**src/rtl/seq_arith_unit_if.sv**
```systemverilog
// Command/result bundle between the command issuer and seq_arith_unit.
//
// Handshake: a command is taken on a rising clk edge where i_valid=1 and
// o_ready=1; operands and opcode must be stable at that edge. o_valid is a
// one-cycle pulse marking the cycle in which o_result/o_status were updated;
// there is no result back-pressure, and results hold until the next pulse.
//
// Signals:
//   i_valid, iarg_A, iarg_B, iop  : command from issuer
//   o_ready                       : unit can accept a command
//   o_valid, o_result, o_status   : result to register file
//   dbg_state                     : FSM state (0=IDLE, 1=DIV), observation only
interface seq_arith_unit_if #(
  parameter int M = 32
);
  logic         i_valid;
  logic         o_ready;
  logic [M-1:0] iarg_A;
  logic [M-1:0] iarg_B;
  logic [3:0]   iop;
  logic         o_valid;
  logic [M-1:0] o_result;
  logic [3:0]   o_status;
  logic         dbg_state;

  modport master (
    output i_valid, iarg_A, iarg_B, iop,
    input  o_ready, o_valid, o_result, o_status, dbg_state
  );

  modport slave (
    input  i_valid, iarg_A, iarg_B, iop,
    output o_ready, o_valid, o_result, o_status, dbg_state
  );
endinterface

```
**src/rtl/seq_arith_unit.sv**
```systemverilog
// seq_arith_unit: handshaked arithmetic unit, one operation in flight.
// Single-cycle ops (shift, compare, sign conversions, divide-by-zero and
// illegal opcodes) produce a result the cycle after acceptance. Divide and
// remainder with a nonzero divisor run an M-step restoring divider.
//
// Ports:
//   clk      : rising-edge clock
//   i_reset  : synchronous active-high reset
//   bus      : seq_arith_unit_if.slave (command in, result/status out)
//
// Status: [3]=ERROR [2]=NOT_EVEN_1 (XOR of result) [1]=ZEROS [0]=OVERFLOW.
// The operand B is always used inverted (Bn = ~iarg_B).
module seq_arith_unit #(
  parameter int M = 32
) (
  input  logic            clk,
  input  logic            i_reset,
  seq_arith_unit_if.slave bus
);
  localparam int SHW = $clog2(M);
  localparam int CW  = SHW + 1;
  localparam logic [M-1:0] M_LIM = M'(M);
  localparam logic [M-1:0] MIN_NEG = {1'b1, {(M-1){1'b0}}};

  localparam logic [3:0] OP_SHR  = 4'b0000;
  localparam logic [3:0] OP_LE   = 4'b0001;
  localparam logic [3:0] OP_DIV  = 4'b0010;
  localparam logic [3:0] OP_SM2U = 4'b0011;
  localparam logic [3:0] OP_U2SM = 4'b0100;
  localparam logic [3:0] OP_REM  = 4'b0101;

  typedef enum logic {IDLE = 1'b0, DIV = 1'b1} state_t;

  state_t        state;
  logic          ready_q;
  logic          valid_q;
  logic [M-1:0]  result_q;
  logic [3:0]    status_q;

  logic [M-1:0]  dvd;
  logic [M-1:0]  dvs;
  logic [M-1:0]  rem;
  logic [M-1:0]  quo;
  logic [CW-1:0] cnt;
  logic          op_is_rem;

  logic [M-1:0]  bn;
  logic [M-1:0]  sc_res;
  logic          sc_err;
  logic          sc_ovf;
  logic          start_div;

  assign bn = ~bus.iarg_B;

  function automatic logic [3:0] mk_status(input logic [M-1:0] r,
                                           input logic err,
                                           input logic ovf);
    return {err, ^r, (r == '0), ovf};
  endfunction

  // Single-cycle datapath, evaluated on the live command inputs.
  always_comb begin
    sc_res = '0;
    sc_err = 1'b0;
    sc_ovf = 1'b0;
    case (bus.iop)
      OP_SHR: begin
        if (bn >= M_LIM) sc_err = 1'b1;
        else             sc_res = bus.iarg_A >> bn[SHW-1:0];
      end
      OP_LE: sc_res = {{(M-1){1'b0}}, (bus.iarg_A <= bn)};
      OP_DIV, OP_REM: begin
        // Only reached here for a zero divisor; nonzero goes to DIV.
        sc_err = 1'b1;
      end
      OP_SM2U: begin
        // Negating the magnitude also maps negative zero onto 0.
        if (bus.iarg_A[M-1]) sc_res = '0 - {1'b0, bus.iarg_A[M-2:0]};
        else                 sc_res = {1'b0, bus.iarg_A[M-2:0]};
      end
      OP_U2SM: begin
        if (bus.iarg_A == MIN_NEG) begin
          sc_res = bus.iarg_A;
          sc_ovf = 1'b1;
        end else if (bus.iarg_A[M-1]) begin
          sc_res = {1'b1, sc_neg_low(bus.iarg_A)};
        end else begin
          sc_res = bus.iarg_A;
        end
      end
      default: sc_err = 1'b1;
    endcase
  end

  function automatic logic [M-2:0] sc_neg_low(input logic [M-1:0] a);
    logic [M-1:0] n;
    n = '0 - a;
    return n[M-2:0];
  endfunction

  assign start_div = ((bus.iop == OP_DIV) || (bus.iop == OP_REM)) && (bn != '0);

  // One restoring step: shift the next dividend bit into the partial
  // remainder and subtract the divisor when it fits.
  logic [M:0]   step_t;
  logic [M:0]   step_diff;
  logic         step_ge;
  logic [M-1:0] rem_n;
  logic [M-1:0] quo_n;

  always_comb begin
    step_t    = {rem, dvd[M-1]};
    step_diff = step_t - {1'b0, dvs};
    step_ge   = (step_t >= {1'b0, dvs});
    rem_n     = step_ge ? step_diff[M-1:0] : step_t[M-1:0];
    quo_n     = {quo[M-2:0], step_ge};
  end

  always_ff @(posedge clk) begin
    if (i_reset) begin
      state     <= IDLE;
      ready_q   <= 1'b1;
      valid_q   <= 1'b0;
      result_q  <= '0;
      status_q  <= '0;
      dvd       <= '0;
      dvs       <= '0;
      rem       <= '0;
      quo       <= '0;
      cnt       <= '0;
      op_is_rem <= 1'b0;
    end else begin
      valid_q <= 1'b0;
      case (state)
        IDLE: begin
          if (bus.i_valid && ready_q) begin
            if (start_div) begin
              dvd       <= bus.iarg_A;
              dvs       <= bn;
              rem       <= '0;
              quo       <= '0;
              cnt       <= CW'(M);
              op_is_rem <= (bus.iop == OP_REM);
              ready_q   <= 1'b0;
              state     <= DIV;
            end else begin
              result_q <= sc_res;
              status_q <= mk_status(sc_res, sc_err, sc_ovf);
              valid_q  <= 1'b1;
            end
          end
        end
        DIV: begin
          dvd <= dvd << 1;
          rem <= rem_n;
          quo <= quo_n;
          cnt <= cnt - CW'(1);
          // Final step: publish the freshly computed step output directly.
          if (cnt == CW'(1)) begin
            result_q <= op_is_rem ? rem_n : quo_n;
            status_q <= mk_status(op_is_rem ? rem_n : quo_n, 1'b0, 1'b0);
            valid_q  <= 1'b1;
            ready_q  <= 1'b1;
            state    <= IDLE;
          end
        end
        default: state <= IDLE;
      endcase
    end
  end

  assign bus.o_ready   = ready_q;
  assign bus.o_valid   = valid_q;
  assign bus.o_result  = result_q;
  assign bus.o_status  = status_q;
  assign bus.dbg_state = state;
endmodule

```
**src/flat_wrapper.sv**
```systemverilog
// flat-port wrapper written by rule: the top's interface ports become plain ports
module seq_arith_unit_flat 
#(
  parameter int M = 32
)
  (clk, i_reset, bus_i_valid, bus_iarg_A, bus_iarg_B, bus_iop, bus_o_ready, bus_o_valid, bus_o_result, bus_o_status, bus_dbg_state);
  seq_arith_unit_if #(.M(M)) bus_i ();
  input  logic clk;
  input  logic i_reset;
  input wire logic [$bits(bus_i.i_valid)-1:0] bus_i_valid;
  input wire logic [$bits(bus_i.iarg_A)-1:0] bus_iarg_A;
  input wire logic [$bits(bus_i.iarg_B)-1:0] bus_iarg_B;
  input wire logic [$bits(bus_i.iop)-1:0] bus_iop;
  output wire logic [$bits(bus_i.o_ready)-1:0] bus_o_ready;
  output wire logic [$bits(bus_i.o_valid)-1:0] bus_o_valid;
  output wire logic [$bits(bus_i.o_result)-1:0] bus_o_result;
  output wire logic [$bits(bus_i.o_status)-1:0] bus_o_status;
  output wire logic [$bits(bus_i.dbg_state)-1:0] bus_dbg_state;
  assign bus_i.i_valid = bus_i_valid;
  assign bus_i.iarg_A = bus_iarg_A;
  assign bus_i.iarg_B = bus_iarg_B;
  assign bus_i.iop = bus_iop;
  assign bus_o_ready = bus_i.o_ready;
  assign bus_o_valid = bus_i.o_valid;
  assign bus_o_result = bus_i.o_result;
  assign bus_o_status = bus_i.o_status;
  assign bus_dbg_state = bus_i.dbg_state;
  seq_arith_unit #(.M(M)) u_core (.clk(clk), .i_reset(i_reset), .bus(bus_i));
endmodule
```
**config.mk**
```make
export PLATFORM = sky130hd
export DESIGN_NAME = seq_arith_unit_flat
export DESIGN_NICKNAME = d
export VERILOG_FILES = /design/src/rtl/seq_arith_unit_if.sv /design/src/rtl/seq_arith_unit.sv /design/src/flat_wrapper.sv
export SDC_FILE = /design/constraint.sdc
export NUM_CORES = 1
export LEC_CHECK = 0
export BUFFER_PORTS_ARGS = -buffer_cell sky130_fd_sc_hd__buf_2
export CORE_ASPECT_RATIO = 1.1
export CORE_MARGIN = 2
export CORE_UTILIZATION = 35
export DETAILED_ROUTE_END_ITERATION = 16
export GPL_TIMING_DRIVEN = 0
export PLACE_DENSITY_LB_ADDON = 0.2
export SYNTH_ARGS = -nofsm -noshare
export SYNTH_HDL_FRONTEND = slang
export SYNTH_SLANG_ARGS = --single-unit
```
**constraint.sdc**
```tcl
create_clock -name clk -period 5.21 [get_ports clk]
set_input_delay 1.042 -clock clk [delete_from_list [all_inputs] [get_ports clk]]
set_output_delay 1.042 -clock clk [all_outputs]
set_load 0.005 [all_outputs]
```
==> results.json <==
{
  "hold_violations": 0,
  "seqPwrFrac_pct": 27.4,
  "final_cells": 2226,
  "worstSetupEndpointType": "flop",
  "p_int_mw": 3.007,
  "synth_area_um2": 13170,
  "cp.buffers_inverters": 3,
  "cap_violations": 0,
  "hp-class": "flop to flop",
  "ctsRootBufferMaster": "clkbuf_16",
  "synth_edf_count": 0,
  "viasPerCell": 6.117,
  "grt_pass1_wl_um": 86230,
  "clk_pin_slew_worst_paths_ps": 70,
  "synth_top_area_cell": "dfxtp_1",
  "routed_wl_um": 58370,
  "rsz0062_at_grt": "no",
  "cts_buffers": 17,
  "core_area_um2": 37130,
  "placed_area_um2": 14320,
  "cpPeakStageDelay_ps": 530,
  "start_util_pct": 35.47,
  "async_flop_share_pct": 0,
  "rr_worst_depth": 20,
  "finalCritPeriodShare_pct": 96.31,
  "synth_top_area_share_pct": 26.30,
  "grt_usage_pct": 29.37,
  "critical_path_arrival_ps": 5320,
  "clock_skew_ps": 16.65,
  "start_kind": "flop",
  "powerDensity_nw_per_um2": 341.9,
  "grt_overflow": 0,
  "met2_length_um": 27680,
  "dr.pass1.iters": 7,
  "ys_seq_elements": 173,
  "synthTopCellsByCount": "nor2_1, dfxtp_1, nand2_1",
  "highest_layer": "met4",
  "crit_type": "flop to flop",
  "gp_congestion": 0.9999,
  "setup_tns_ps": 0,
  "port_buffers": 105,
  "wirelength_met1_um": 22790,
  "vias": 13620,
  "ys_warn_count": 0,
  "netlist_top_cells_area": "dfxtp_1, ha_1, nor2_1, mux2i_1, xnor2_1",
  "period_minus_slack_ps": 5018,
  "report.final.slew_viol_count": 0,
  "clock.fmax_ghz": 0.1993,
  "yosysSeqAreaShare_pct": 26.30,
  "yosysMostFrequentCell": "nor2_1",
  "irDropWorstVdd_v": 0.0002456,
  "holdWs_ps": 469.6,
  "nets": 1889,
  "cts_tree": "built",
  "preCtsSetupSlack_ps": -282.5,
  "cp_max_fo": 10,
  "dieHeight_um": 207.4,
  "pwr-share-clk_pct": 26.6,
  "grt_max_degree": 18,
  "drtIter0Drc": 1407,
  "crit_chain": "inv_1 -> ha_1 -> and4_1 -> nand4b_1 -> nor4_1 -> a211o_1 -> o21bai_1 -> or2_1 -> buf_6 -> buf_12 -> mux2i_1 -> a21o_1 -> ha_1 -> xnor2_1 -> xnor2_1 -> xnor2_1 -> xnor2_1 -> nand2_1 -> o211ai_1 -> a21oi_1",
  "die_w_um": 188.9,
  "combPwrFrac_pct": 45.9,
  "row_count": 74,
  "synth.distinct_cells": 83,
  "power_leakage_nw": 5.641,
  "ant_nets": 0,
  "drive_gt1_share_pct": 12.77,
  "worst_skew_pair.late_latency_ps": 450,
  "ioPinCount": 110,
  "die-area_um2": 39190,
  "postSynthCellCount": 1594,
  "setup_slack_ps": 192.5,
  "synth_nets": 1765,
  "hpwlAfterDp_um": 46490,
  "avgRoutedWirePerCell_um": 26.22,
  "critPathRequiredTime_ps": 5510,
  "antenna_found_initial": 1,
  "clock-sinks": 173,
  "status": "finished, final reports clean",
  "htreeDepth": 4,
  "crit_top_cell": "xnor2_1",
  "synthToLayoutAreaGrowth_pct": 13.78,
  "holdPathStages": 2,
  "cts_buffer_depth": 2,
  "yosys_most_used_dff": "dfxtp_1",
  "drc_errors": 0,
  "critPathTopFamily": "simple AND/OR/NAND/NOR gates",
  "finalSetupViolCount": 0,
  "avgSynthCellArea_um2": 8.262,
  "max_slew_margin_pct": 35.11,
  "worstMarginPinSlew_ps": 964.5,
  "crit_slowest_cell": "mux2i_1",
  "path_depth": 20,
  "final_area_um2": 14980,
  "switching_share_pct": 41.30,
  "wl_met3_um": 3973,
  "grt_pass1_vias": 13320,
  "numPlacedInstances": 2193,
  "switchingPower_mw": 2.116
}
[worst min-delay path, cell delays in order, from the launching register on]
cell	delay, ps
dfxtp_1	320
nand2_1	60
a21oi_1	50
[registers in the layout (all words and copies together), names as in the netlist]
name / cells
u_core.dvd: 32
u_core.dvs: 32
u_core.rem: 32
u_core.bus.o_ready: 1
u_core.bus.o_status: 4
u_core.quo: 31
u_core.bus.o_valid: 1
u_core.op_is_rem: 1
u_core.bus.dbg_state: 1
u_core.bus.o_result: 32
u_core.cnt: 6
[cells by family after synthesis]
family,after synthesis,synth area share [%]
AOI/OAI and AO/OA,478,25.68
and+or+nand+nor,473,16.66
buffers and inverters,180,5.701
DFF,173,26.30
muxes,107,10.58
adders and majority gates,100,9.558
xor gates and xnor gates,83,5.520
[cell type report]
| cell class | instances | area (um2) |
|---|---|---|
| antenna | 2 | 5.005 |
| buffer | 128 | 556.8 |
| clock buffer | 18 | 439.2 |
| clock inverter | 13 | 171.4 |
| fill | 3879 | 22150 |
| inverter | 52 | 195.2 |
| multi-input combinational | 1241 | 9009 |
| sequential | 173 | 3463 |
| tap | 494 | 618.1 |
| timing repair buffer | 105 | 525.5 |
[repair_timing]
action | CTS | global route
gates resized for setup | 0 | 11
hold buffers | 0 | 0
setup endpoints to repair | 0 | 2
buffers inserted | 0 | 0
[per-stage QoR]
step                      util [%]  power (mW)
after floorplan                  -       2.959
after global placement       38.55       3.718
after detailed placement     38.57       3.717
after CTS                    40.21       5.072
after global routing         40.34       5.311
final                        40.36       5.123
[path summary, 6_finish.rpt]
kind	start	endpoint	slack [ps]
worst min register to register	u_core.bus.o_status[2]	u_core.bus.o_status[2]	470
worst max register to register	u_core.dvs[27]	u_core.bus.o_status[2]	190
worst min-delay path	u_core.bus.o_status[2]	u_core.bus.o_status[2]	470
worst max-delay path	u_core.dvs[27]	u_core.bus.o_status[2]	190
[power by group through the flow]
stage	clock network [mW]	registers, mW	logic, mW
4_1_cts	1.38	1.40	2.29
3_5_place_dp	0	1.44	2.28
3_3_place_gp	0	1.43	2.28
2_1_floorplan	0	1.42	1.54
5_1_grt	1.43	1.41	2.47
6_report	1.36	1.41	2.35
[routing by layer]
layer,vias to the layer above,global-route usage (%)
li1,6235,-
met1,6524,35.09
met2,673,49.35
met3,185,4.582
met4,0,17.91
met5,-,0
[placed cells by master, fill, tap and decap left out, drive strengths merged, types with 28 or more instances in the layout]
cell	count
ha	99
xnor2	64
nand2	111
mux2	28
nand4	33
a211oi	42
a222oi	31
a22oi	56
buf	127
inv	58
clkbuf	124
dfxtp	173
nor2	200
mux2i	56
o21ai	77
a21oi	94
Note: power is estimated with default switching activity, not from simulation.
